File: config.mk
export PLATFORM = sky130hd
export DESIGN_NAME = foo_pipe_flat
export DESIGN_NICKNAME = d
export VERILOG_FILES = /design/src/rtl/foo_pipe_pkg.sv /design/src/rtl/foo_pipe_if.sv /design/src/rtl/foo_pipe_stage.sv /design/src/rtl/foo_pipe.sv /design/src/flat_wrapper.sv
export SDC_FILE = /design/constraint.sdc
export NUM_CORES = 1
export LEC_CHECK = 0
export BUFFER_PORTS_ARGS = -buffer_cell sky130_fd_sc_hd__buf_2
export CAP_MARGIN = 20
export CORE_MARGIN = 4
export CORE_UTILIZATION = 40
export DETAILED_ROUTE_END_ITERATION = 8
export SLEW_MARGIN = 20
export SYNTH_ARGS = -nofsm -noshare
export SYNTH_HDL_FRONTEND = slang
export SYNTH_SLANG_ARGS = --single-unit
File: constraint.sdc
create_clock -name clk -period 1.61 [get_ports clk]
set_input_delay 0.322 -clock clk [delete_from_list [all_inputs] [get_ports clk]]
set_output_delay 0.322 -clock clk [all_outputs]
set_load 0.01 [all_outputs]
File: src/rtl/foo_pipe_pkg.sv
// foo_pipe_pkg: shared definitions for the foo_pipe arithmetic pipeline.
//   DEFAULT_WIDTH / DEFAULT_STAGES : default operand width and pipeline depth.
//   stage_inc(k)                   : the constant added by stage k (1 << k).
//   stages_ok(width, stages)       : legality of a WIDTH/STAGES pair, used by
//                                    the top level as an elaboration check.
package foo_pipe_pkg;

  localparam int DEFAULT_WIDTH  = 32;
  localparam int DEFAULT_STAGES = 2;

  // Increment applied by stage k, at the default width.
  function automatic logic [DEFAULT_WIDTH-1:0] stage_inc(input int unsigned k);
    return DEFAULT_WIDTH'(1) << k;
  endfunction

  // A stage k adds 1 << k, so k must stay below WIDTH for the add to touch
  // any bit; hence STAGES may not exceed WIDTH.
  function automatic bit stages_ok(input int width, input int stages);
    return (width >= 2) && (stages >= 1) && (stages <= width);
  endfunction

endpackage

File: src/rtl/foo_pipe_if.sv
// foo_pipe_if: ready/valid handshake bundle around foo_pipe.
//   x, input_valid, input_ready     : producer side (x sampled on valid & ready)
//   out, output_valid, output_ready : consumer side
// Modports:
//   master : the environment (drives x/input_valid/output_ready)
//   slave  : the pipeline (drives input_ready/out/output_valid)
interface foo_pipe_if
  import foo_pipe_pkg::*;
#(
  parameter int WIDTH = DEFAULT_WIDTH
);

  logic [WIDTH-1:0] x;
  logic             input_valid;
  logic             input_ready;
  logic [WIDTH-1:0] out;
  logic             output_valid;
  logic             output_ready;

  modport master (
    output x, input_valid, output_ready,
    input  input_ready, out, output_valid
  );

  modport slave (
    input  x, input_valid, output_ready,
    output input_ready, out, output_valid
  );

endinterface

File: src/rtl/foo_pipe_stage.sv
// foo_pipe_stage: one register stage of foo_pipe.
// Computes f_K(y) = y + (1 << K) mod 2^WIDTH on the incoming data and holds a
// valid bit plus a data register.
// Ports:
//   clk, rst    : clock, asynchronous active-high reset
//   adv         : the stage downstream can take a new value this cycle
//   adv_prev    : this stage advances this cycle (fed to the stage upstream)
//   prev_valid  : valid bit arriving from upstream (or the producer)
//   prev_data   : data arriving from upstream (or the producer)
//   v, d        : this stage's valid bit and data register
// Build option: FOO_PIPE_DATA_RESET_EN also clears d on reset.
module foo_pipe_stage
  import foo_pipe_pkg::*;
#(
  parameter int WIDTH = DEFAULT_WIDTH,
  parameter int K     = 0
) (
  input  logic             clk,
  input  logic             rst,
  input  logic             adv,
  output logic             adv_prev,
  input  logic             prev_valid,
  input  logic [WIDTH-1:0] prev_data,
  output logic             v,
  output logic [WIDTH-1:0] d
);

  logic [WIDTH-1:0] f_y;
  logic             advance;

  // Adding 1 << K leaves bits below K untouched, so only the upper slice
  // needs an adder; its carry-out is dropped, giving the mod 2^WIDTH wrap.
  if (K == 0) begin : g_inc_low
    assign f_y = prev_data + WIDTH'(1);
  end else begin : g_inc_slice
    logic [WIDTH-K-1:0] hi;
    assign hi  = prev_data[WIDTH-1:K] + (WIDTH-K)'(1);
    assign f_y = {hi, prev_data[K-1:0]};
  end

  // An empty stage always advances, which is what collapses bubbles while a
  // later stage is stalled.
  assign advance  = adv | ~v;
  assign adv_prev = advance;

  // NOTE: sequential state uses non-blocking assignments so every stage
  // samples its upstream neighbour's pre-edge value, never a same-edge update.
  always_ff @(posedge clk or posedge rst) begin
    if (rst) begin
      v <= 1'b0;
    end else if (advance) begin
      v <= prev_valid;
    end
  end

  // A bubble never overwrites data: d only loads when a valid value arrives.
`ifdef FOO_PIPE_DATA_RESET_EN
  always_ff @(posedge clk or posedge rst) begin
    if (rst) begin
      d <= '0;
    end else if (advance && prev_valid) begin
      d <= f_y;
    end
  end
`else
  // NOTE: the data path is deliberately left without reset; v alone says
  // whether d is meaningful, so clearing d would only add reset fan-out.
  always_ff @(posedge clk) begin
    if (advance && prev_valid) begin
      d <= f_y;
    end
  end
`endif

endmodule

File: src/rtl/foo_pipe.sv
// foo_pipe: STAGES-deep ready/valid arithmetic pipeline. Stage k adds 1 << k,
// so a result is x + (2^STAGES - 1) mod 2^WIDTH, STAGES cycles after it is
// accepted when there is no backpressure.
// Ports:
//   clk  : clock
//   rst  : asynchronous active-high reset (clears all valid bits)
//   bus  : foo_pipe_if slave modport (x/input_valid/input_ready,
//          out/output_valid/output_ready); its WIDTH must match this WIDTH
// Build option: FOO_PIPE_DATA_RESET_EN also resets the data registers, so
// out reads 0 until the first result.
module foo_pipe
  import foo_pipe_pkg::*;
#(
  parameter int WIDTH  = DEFAULT_WIDTH,
  parameter int STAGES = DEFAULT_STAGES
) (
  input  logic          clk,
  input  logic          rst,
  foo_pipe_if.slave     bus
);

  if (!stages_ok(WIDTH, STAGES)) begin : g_bad_params
    $error("foo_pipe: need WIDTH >= 2 and 1 <= STAGES <= WIDTH");
  end

  // adv[k] is stage k's advance; adv[STAGES] is the consumer accepting.
  logic [STAGES:0]  adv;
  logic [STAGES-1:0] v;
  logic [WIDTH-1:0] d [STAGES];

  assign adv[STAGES] = bus.output_ready;

  for (genvar k = 0; k < STAGES; k++) begin : g_stage
    logic             up_valid;
    logic [WIDTH-1:0] up_data;

    if (k == 0) begin : g_head
      assign up_valid = bus.input_valid;
      assign up_data  = bus.x;
    end else begin : g_body
      assign up_valid = v[k-1];
      assign up_data  = d[k-1];
    end

    foo_pipe_stage #(
      .WIDTH (WIDTH),
      .K     (k)
    ) u_stage (
      .clk        (clk),
      .rst        (rst),
      .adv        (adv[k+1]),
      .adv_prev   (adv[k]),
      .prev_valid (up_valid),
      .prev_data  (up_data),
      .v          (v[k]),
      .d          (d[k])
    );
  end

  // input_ready is the only combinational path from an input (output_ready)
  // to an output; out and output_valid come straight from registers.
  assign bus.input_ready  = adv[0];
  assign bus.out          = d[STAGES-1];
  assign bus.output_valid = v[STAGES-1];

endmodule
File: src/flat_wrapper.sv
// flat-port wrapper written by rule: the top's interface ports become plain ports
module foo_pipe_flat import foo_pipe_pkg::*;
#(
  parameter int WIDTH  = DEFAULT_WIDTH,
  parameter int STAGES = DEFAULT_STAGES
)
  (clk, rst, bus_x, bus_input_valid, bus_output_ready, bus_input_ready, bus_out, bus_output_valid);
  foo_pipe_if #(.WIDTH(WIDTH)) bus_i ();
  input  logic clk;
  input  logic rst;
  input wire logic [$bits(bus_i.x)-1:0] bus_x;
  input wire logic [$bits(bus_i.input_valid)-1:0] bus_input_valid;
  input wire logic [$bits(bus_i.output_ready)-1:0] bus_output_ready;
  output wire logic [$bits(bus_i.input_ready)-1:0] bus_input_ready;
  output wire logic [$bits(bus_i.out)-1:0] bus_out;
  output wire logic [$bits(bus_i.output_valid)-1:0] bus_output_valid;
  assign bus_i.x = bus_x;
  assign bus_i.input_valid = bus_input_valid;
  assign bus_i.output_ready = bus_output_ready;
  assign bus_input_ready = bus_i.input_ready;
  assign bus_out = bus_i.out;
  assign bus_output_valid = bus_i.output_valid;
  foo_pipe #(.WIDTH(WIDTH), .STAGES(STAGES)) u_core (.clk(clk), .rst(rst), .bus(bus_i));
endmodule
Word-level counts from Yosys, hierarchy flattened
Index checks and enable logic that the tools add are counted. W data, S select, Z words.

Flip-flop bits (word level): 66. RAM bits: 0. Logic and storage cells: 12. Output and inout port bits: 34. Latch bits: 0. ROM bits: 0. Input bits: 36. Memories kept: 0.

Div/mod/pow operators: 0. Add/subtract/negate cells: 2. Shift-type cells: 0. Reductions and logical operators: 2. $mul: 0. Equality and inequality tests: 0. Bitwise logic cells: 4. Order comparisons: 0. Multiplexer cells: 0.

Operators by type and width (number): $add A32 B1 Y32 const B (1); $add A31 B1 Y31 const B (1); $logic_and A1 B1 Y1 (2); $not A1 Y1 (2); $or A1 B1 Y1 (2).

Logic depth before layout (Yosys ltp)
Depth in word-level cells: 4. Mapped depth: 5. Depth with buffers taken out: 5.

Hierarchy
From an unflattened synthesis, not the netlist that was laid out.

Cells, all modules: 250. Area total of the unflattened synthesis: 3270.6 µm².

Modules (own cells, without submodules): foo_pipe_stage (u_core.g_stage[0].u_stage) (seq. area each 985.9 µm², cells each 133, area an instance 1692.9 µm², times used 1); foo_pipe_stage (u_core.g_stage[1].u_stage) (seq. area each 985.9 µm², cells each 117, area an instance 1577.8 µm², times used 1).

Least setup slack after synthesis
No wires, ideal clock.

Path type: reg2reg. Start point: register u_core.g_stage[1].u_stage.v. End point: register u_core.g_stage[0].u_stage.d[0] (enable). Buffers on the path: 0. Period minus slack after synthesis: 1812 ps. Data required time: 1218 ps. Slack: -202 ps. Data arrival time: 1420 ps. Setup time: 392 ps. Cell stages (with the launch flop): 3. Cell sequence: dfrtp_1 -> nand3b_1 -> and2_1.

Cells in the longest elaborated chain, start to end: 4.

RTL lines: from (decl) (RTL line foo_pipe_stage.sv:24) `output logic v,`; from (signal assigned) (RTL line foo_pipe_stage.sv:52) `v <= prev_valid;`; $not A1 Y1 (RTL line foo_pipe_stage.sv:43) `assign advance = adv | ~v;`; $or A1 B1 Y1 (2 in a row) (RTL line foo_pipe_stage.sv:43); via bus_input_ready (RTL line flat_wrapper.sv:14) `output wire logic [$bits(bus_i.input_ready)-1:0] bus_input_ready;`; $logic_and A1 B1 Y1 (RTL line foo_pipe_stage.sv:69) `if (advance && prev_valid) begin`; to (signal assigned) (RTL line foo_pipe_stage.sv:70) `d <= f_y;`; to (decl) (RTL line foo_pipe_stage.sv:25) `output logic [WIDTH-1:0] d`.

The timed path passes the listed nets, and every way through them passes these cells. A chain may end at the register's enable or synchronous reset.

Worst setup path after layout
Start point: register u_core.g_stage[0].u_stage.d[3]. End point: register u_core.g_stage[1].u_stage.d[25], data pin.

Cells in the longest elaborated chain, start to end: 1.

RTL lines: $add A31 B1 Y31 (RTL line foo_pipe_stage.sv:37) `assign hi = prev_data[WIDTH-1:K] + (WIDTH-K)'(1);`; via u_core.g_stage[1].u_stage.g_inc_slice.hi[24] (RTL line foo_pipe_stage.sv:36) `logic [WIDTH-K-1:0] hi;`; to (signal assigned) (RTL line foo_pipe_stage.sv:70); to (decl) (RTL line foo_pipe_stage.sv:25).

The timed path passes the listed nets, and every way through them passes these cells.

==> reports/results.ini <==
[run_status]
status = finished, final reports clean

[setup_path]
end_kind = register
critPathLaunchType = register
critPathMaxFanout = 8
cp.required_ps = 1680
worstSetupPathType = register to register
worst-endpoint-arrival_ps = 1640

[synthesis]
synthMostInstantiatedCell = edfxtp_1
synth_cell_types = 26
postSynthCellCount = 243
ys_seq_area_frac = 0.6043
synth_edf_count = 64
yosysTopAreaCell = edfxtp_1
synth_top_cell_area_share = 0.5890
synth_nets = 281
yosys_register_bits = 66
synth_common_cells = 64 x edfxtp_1, 46 x xnor2_1, 25 x nand4_1
syn-mean-instance-area_sq_um = 13.43
ys_async_sr_fraction = 0.03030
ys.flop_type = edfxtp_1
yosys_warnings = 0
yosys-top-cells-area = edfxtp_1 59%, xnor2_1 12%, nand4_1 4.8%
syn-cell-area_sq_mm = 0.003263

[power_and_ir_drop]
power.density_mw_per_mm2 = 857.7
p_leak_nw = 1.633
ir_worst_vdd_mv = 0.3029
fin_total_pwr_w = 0.003643

[clock_tree]
clock-sinks = 66
cts_made_buffers = 9
cts_root_buf = clkbuf_8
cts_tree = yes
clk_pin_slew_worst_paths_ps = 60
clk_latency_ps = 330
cts.htree.levels = 3
clk_path_buf_depth = 2

[worst_hold_path]
min-delay-path-class = primary input to register

[finish]
drive_above_1_share = 0.3854
layout.nets = 405
multi_input_comb_area_sq_mm = 0.001279
layout.cells.non_filler = 473
area_delta_synth_final_pct = 30.18
diodes = 0
fillers = 736
final-seq-area_sq_mm = 0.001972

[routing]
dr.pass1.iters = 4
routed_wl_mm = 5.884
post_drt_wl_per_cell_um = 12.44
drc = 0
antenna_left = 0
drt_iter0_drc = 40
detail_route.vias_per_cell = 4.662
num_vias = 2205

[timing]
tns_ps = 0
slew_headroom = 0.5379
maxSlewViolCount = 0
rsz0062_at_grt = yes
skew_ps = 7.772
setup-violations-final = 0
fin_crit_sh = 0.9719
worstMarginPinSlew_ps = 693.2
fmax_ghz = 0.6391
fin_crit_ps = 1565
final_hold_viol_count = 0

[floorplan]
die_w_um = 98.32
rows = 32
io_pins = 70
die_h_um = 98.32
core_sq_mm = 0.007848
initial_core_util = 0.4158
die_area_sq_mm = 0.009667

[place]
placed_cells = 447
numPortBuffers = 69
routabilityCongestion = 0.8080
dpl.hpwl_mm = 4.698

[global_routing]
grt_overflow = 0
grt_usage = 0.1285
antenna_found_initial = 0
grt_start_max_net_pins = 33
grt_pass1_wl_mm = 10.01
grt_pass1_vias = 2154

[flow_run]
drv_cap = 0

[cells by family after synthesis]
family / count (synthesis) / share of synthesized area
buffers and inverters: 8 / 0.009583
DFF: 66 / 0.6043
adders and majority gates: 2 / 0.007667
and+or+nand+nor: 108 / 0.2201
xor gates and xnor gates: 59 / 0.1584
[worst max-delay path, stage by stage (launching register included)]
cell and delay [ps]:
edfxtp_1 390, nand4_4 160, nor4_4 310, buf_6 160
nand4_1 120, xnor2_1 160
[registers in the layout, indices dropped and copies added, names as in the netlist]
register / flops
u_core.g_stage.u_stage.v: 2
u_core.g_stage.u_stage.d: 64
[layer usage]
metal  global-route usage  wire length, um  vias up
met2               0.1851             2546       57
li1                     -                -     1157
met1               0.1803             2937      983
met4              0.05987               83        0
met3              0.03500              316        8
met5                    0                0        -
[final timing paths]
check / startpoint / to / slack [ps] / cells past startpoint
max in group asynchronous: rst / u_core.g_stage[0].u_stage.v / 1110 / 3
worst min register to register: u_core.g_stage[0].u_stage.d[0] / u_core.g_stage[1].u_stage.d[0] / 420 / 0
worst min-delay path: bus_input_valid / u_core.g_stage[0].u_stage.v / 200 / 2
min in group asynchronous: rst / u_core.g_stage[1].u_stage.v / 390 / 3
worst max register to register: u_core.g_stage[0].u_stage.d[3] / u_core.g_stage[1].u_stage.d[25] / 50 / 5
worst max-delay path: u_core.g_stage[0].u_stage.d[3] / u_core.g_stage[1].u_stage.d[25] / 50 / 5
[placed cells by master, fill, tap and decap left out, drive strengths merged, types with 5 or more instances in the layout]
| master | netlist | final |
|---|---|---|
| xor2 | 13 | 13 |
| nor2 | 11 | 11 |
| nor4 | 6 | 6 |
| inv | 6 | 6 |
| edfxtp | 64 | 64 |
| nand2 | 17 | 17 |
| nand3 | 19 | 19 |
| clkbuf | 1 | 10 |
| nor3 | 5 | 5 |
| xnor2 | 46 | 46 |
| nand4 | 29 | 29 |
| clkinv | 0 | 5 |
| and3 | 6 | 6 |
| and2 | 6 | 6 |
| buf | 1 | 114 |
[report_power, final]
group	switching (W)	total (W)	internal (W)
clock network	0.000536	0.00107	0.000530
logic	0.000255	0.000474	0.000219
registers	0.0000590	0.00210	0.00204
total	0.000849	0.00364	0.00279
[per-stage QoR]
stage	util	instance area [sq um]	hold WS [ps]	setup WS [ps]
5_1_grt	0.5413	4248	202.2	-59.46
3_3_place_gp	0.5088	3993	170.8	-78.80
3_5_place_dp	0.5088	3993	174.6	-111.3
4_1_cts	0.5320	4175	179.8	7.610
6_report	0.5413	4248	204.9	45.25
2_1_floorplan	-	3266	63.18	33.99
[what timing repair did]
item	CTS	global route
setup endpoints to repair	2	49
setup buffers	3	7
gates resized for setup	0	6
pin swaps	0	9
endpoints found under the hold margin	2	0
gates cloned	0	0
hold buffers	1	0
[layout make-up]
cell class	instances	area share
Multi-Input combinational cell	169	0.3010
Sequential cell	66	0.4642
Clock inverter	5	0.005302
Tap cell	102	0.03004
Timing Repair Buffer	115	0.1641
Inverter	6	0.005302
Clock buffer	10	0.03004
No activity file was read; power rests on OpenSTA's default activity.
